**config.mk**
```make
export PLATFORM = sky130hd
export DESIGN_NAME = vc_pop_scheduler
export DESIGN_NICKNAME = d
export VERILOG_FILES = /design/src/rtl/vc_pop_scheduler.sv
export SDC_FILE = /design/constraint.sdc
export NUM_CORES = 1
export LEC_CHECK = 0
export ABC_AREA = 1
export ABC_CLOCK_PERIOD_IN_PS = 2700
export CORE_MARGIN = 1.5
export CORE_UTILIZATION = 40
export CTS_CLUSTER_DIAMETER = 200
export DETAILED_ROUTE_END_ITERATION = 7
export PLACE_DENSITY = 0.75
export REMOVE_ABC_BUFFERS = 1
export SYNTH_ARGS = -nofsm -noshare
export SYNTH_HDL_FRONTEND = slang
export SYNTH_SLANG_ARGS = --single-unit
```
**constraint.sdc**
```tcl
create_clock -name clk -period 2.7 [get_ports clk]
set_input_delay 0.405 -clock clk [delete_from_list [all_inputs] [get_ports clk]]
set_output_delay 0.405 -clock clk [all_outputs]
set_load 0.02 [all_outputs]
```
**src/rtl/vc_pop_scheduler.sv**
```systemverilog
// Pop scheduler for two virtual-channel FIFOs sharing one downstream path.
// One pop per cycle at most, strict-priority or round-robin, paced by PACE.
module vc_pop_scheduler #(
  parameter int PACE   = 3,
  parameter int PACE_W = 2,
  parameter int CNT_W  = 8
) (
  input  logic             clk,
  input  logic             reset,
  input  logic             vc0_empty,
  input  logic             vc1_empty,
  input  logic             out_almost_full,
  input  logic             rr_mode,
  output logic             pop_vc0,
  output logic             pop_vc1,
  output logic             valid_out,
  output logic             vc_out,
  output logic [1:0]       state,
  output logic [CNT_W-1:0] pop_cnt_vc0,
  output logic [CNT_W-1:0] pop_cnt_vc1
);

  typedef enum logic [1:0] {
    IDLE  = 2'd0,
    ISSUE = 2'd1,
    GAP   = 2'd2
  } state_t;

  // Handshake: pop_vcX is a one-cycle strobe; valid_out/vc_out mark the FIFO
  // data one cycle later. out_almost_full blocks new pops, never retracts one.

  state_t            state_q, state_d;
  logic [PACE_W-1:0] gap_cnt, gap_d;
  logic              last_grant, last_grant_d;
  logic              eligible, grant0, grant1;

  always_comb begin
    eligible     = (gap_cnt == '0) && !out_almost_full && (!vc0_empty || !vc1_empty);
    grant0       = 1'b0;
    grant1       = 1'b0;
    gap_d        = gap_cnt;
    last_grant_d = last_grant;
    state_d      = IDLE;

    if (eligible) begin
      // last_grant holds the VC granted last; RR ties go to the other one
      if (rr_mode && !vc0_empty && !vc1_empty) begin
        grant0 = last_grant;
        grant1 = !last_grant;
      end else begin
        grant0 = !vc0_empty;
        grant1 = vc0_empty;
      end
    end

    if (grant0 || grant1) begin
      gap_d        = PACE_W'(PACE - 1);
      last_grant_d = grant1;
      state_d      = ISSUE;
    end else begin
      if (gap_cnt != '0) gap_d = gap_cnt - PACE_W'(1);
      state_d = (gap_d != '0) ? GAP : IDLE;
    end
  end

  always_ff @(posedge clk) begin
    if (reset) begin
      state_q     <= IDLE;
      gap_cnt     <= '0;
      last_grant  <= 1'b1;
      pop_vc0     <= 1'b0;
      pop_vc1     <= 1'b0;
      valid_out   <= 1'b0;
      vc_out      <= 1'b0;
      pop_cnt_vc0 <= '0;
      pop_cnt_vc1 <= '0;
    end else begin
      state_q    <= state_d;
      gap_cnt    <= gap_d;
      last_grant <= last_grant_d;
      pop_vc0    <= grant0;
      pop_vc1    <= grant1;
      valid_out  <= pop_vc0 || pop_vc1;
      vc_out     <= pop_vc1;
      if (grant0) pop_cnt_vc0 <= pop_cnt_vc0 + CNT_W'(1);
      if (grant1) pop_cnt_vc1 <= pop_cnt_vc1 + CNT_W'(1);
    end
  end

  assign state = state_q;

endmodule

```
==> metrics.cfg <==
[pwr]
p_sw_mw = 0.162
swShare_pct = 25.7
p_int_mw = 0.468
leakagePower_nw = 0.591
p_comb_share_pct = 12.6
seqPwrFrac_pct = 61.6
ir_drop_mv = 0.370
clockPowerShare_pct = 25.9
power_density_nw_per_um2 = 442

[clock_tree]
clock_path_buffers = 2
clk_pin_slew_ps = 130
htreeDepth = 1
cts.sinks = 25
cts_tree = yes
cts_resized = 0
holdBufCountCts = 0
cts_setup_buffers = 0
insertion_delay_ps = 310
cts_made_buffers = 3
cts-root-buf = clkbuf_4

[status]
outcome = finished, final reports clean

[logic_synthesis]
synth-edff-count = 0
synth_top_area_share_pct = 45.2
synth_area_sq_um = 1110
synthDistinctLibCells = 20
seq_area_frac_synth_pct = 45.2
postSynth.asyncResetShare_pct = 0
syn_inst = 153
syn_area_per_cell_sq_um = 7.24
synthFlopType = dfxtp_1
ys_warn_count = 0
synth_area_leaders = dfxtp_1 (45%), nand2_1 (12%), nor2_1 (11%), inv_1 (5.1%), nand3_1 (5.0%)
synth-seq-cells = 25
yosys.area.top_type = dfxtp_1

[placement]
hpwl_mm = 1.64
gp_congestion = 0.762
dp.cells = 207
port_buffers = 27

[sta]
finalClockSkew_ps = 0.819
setup_tns_ps = 0
final-setup-viol-count = 0
period_minus_slack_ps = 1820
relSlewSlack_pct = 74.3
rsz0062_at_grt = no
hold_viol = 0
fin_crit_sh_pct = 67.5
slew_viol_final = 0
max_freq_mhz = 549
worst-slew-pin-transition_ps = 385

[flow_run]
maxCapViolCount = 0

[setup_path]
crit_required_ps = 2300
slowest_stage = clkdlybuf4s50_1
start_kind = flop
arrival_ps = 1420
crit_chain = clkdlybuf4s50_1
critPathMaxFanout = 6
max_stage_delay_ps = 650
worstSetupPathType = flop to output port
cpLargestDelayFamily = buffers and inverters
worst-path-buf-inv = 1
endpoint_kind = output port

[global_routing]
grt_usage_pct = 15.6
first_global_vias = 936
antenna_found_initial = 0
grt_max_degree = 15
grt_pass1_wl_mm = 3.99
overflow = 0

[die]
die_y_microns = 55.6
die_w_microns = 55.6
die_area_sq_um = 3090
start_util_pct = 43.5
io_pins = 28
core_sq_um = 2540
rows = 18

[cells_and_area]
drive_gt1_share_pct = 6.08
layout_common_cells = nand2_1 (35), nor2_1 (33), clkdlybuf4s50_1 (27)
nets = 190
fin_cells = 211
final_common_cell = nand2_1
diodes = 0
multi_input_area_sq_um = 527
regArea_sq_um = 500
areaGrowthSynthToFinish_pct = 28.6
n_fill_cell = 245

[route]
firstDrtPassIters = 4
vias = 990
drcViolationCount = 0
totalWireLength_mm = 2.15
first_iter_violations = 19
via_per_inst = 4.69
wire_per_inst_microns = 10.2
final_antenna_net_count = 0

[hold_path]
hold_class = flop to flop

## sequential cells by signal, indices dropped and copies added (netlist names)
| register | cells |
|---|---|
| pop_cnt_vc0 | 8 |
| pop_cnt_vc1 | 8 |
| gap_cnt | 2 |
| state | 2 |
| last_grant | 1 |
| pop_vc0 | 1 |
| pop_vc1 | 1 |
| valid_out | 1 |
| vc_out | 1 |
## path summary, 6_finish.rpt
| path | from | end | slack [ps] | depth (start not counted) |
|---|---|---|---|---|
| worst max-delay path | pop_cnt_vc1[2] | pop_cnt_vc1[2] | 880 | 1 |
| worst min-delay path | pop_vc1 | vc_out | 450 | 2 |
| worst max register to register | pop_cnt_vc0[0] | pop_cnt_vc0[6] | 1420 | 6 |
| worst min register to register | pop_vc1 | vc_out | 450 | 2 |
## routing by layer
| layer | up-vias | share of wire [%] | GRT usage, % |
|---|---|---|---|
| met2 | 23 | 47 | 26.7 |
| li1 | 535 | - | - |
| met3 | 4 | 4.5 | 3.95 |
| met1 | 428 | 47 | 19.2 |
| met4 | 0 | 0.98 | 4.53 |
| met5 | - | 0 | 0 |
## through the flow
step	power, mW	setup WS, ps	instance area, sq um	hold slack (ps)	util [%]
finish	0.630	877	1420	451	55.9
global route	0.664	790	1420	487	55.9
CTS	0.640	850	1420	451	55.9
detailed placement	0.476	868	1400	434	54.9
global placement	0.474	955	1400	436	54.9
floorplan	0.442	1390	1090	456	-
## final cells by class
type                       count  area share (%)
tap                           30            2.64
inverter                      16            4.31
clock buffer                   3            1.58
sequential                    25            35.1
multi-input combinational    109            37.0
timing repair buffer          27            19.0
clock inverter                 1           0.351
## cells by family (layout without fill, tap and decap cells)
logic type,Yosys count,count (layout),synth area share [%]
flip-flops,25,25,45.2
AO/OA/AOI/OAI,13,13,5.88
XOR/XNOR,4,4,3.16
adder cells (fa/ha/maj),2,2,2.26
buffers and inverters,19,47,7.23
AND/OR/NAND/NOR,90,90,36.3
## power groups by stage
stage / combinational (mW) / sequential, mW / clock (mW)
6_report: 0.0791 / 0.388 / 0.163
5_1_grt: 0.0883 / 0.390 / 0.186
4_1_cts: 0.0797 / 0.388 / 0.172
3_5_place_dp: 0.0798 / 0.396 / 0
3_3_place_gp: 0.0781 / 0.396 / 0
2_1_floorplan: 0.0373 / 0.405 / 0
## cells in the mapped netlist, types with 2 or more instances
cell / number
a21oi_1: 10
clkbuf_1: 2
dfxtp_1: 25
ha_1: 2
inv_1: 15
nand2_1: 35
nand3_1: 11
nand4_1: 2
nor2_1: 33
nor2_4: 3
nor3_1: 2
o21ai_0: 3
xnor2_1: 3
Note: power is estimated with default switching activity, not from simulation.
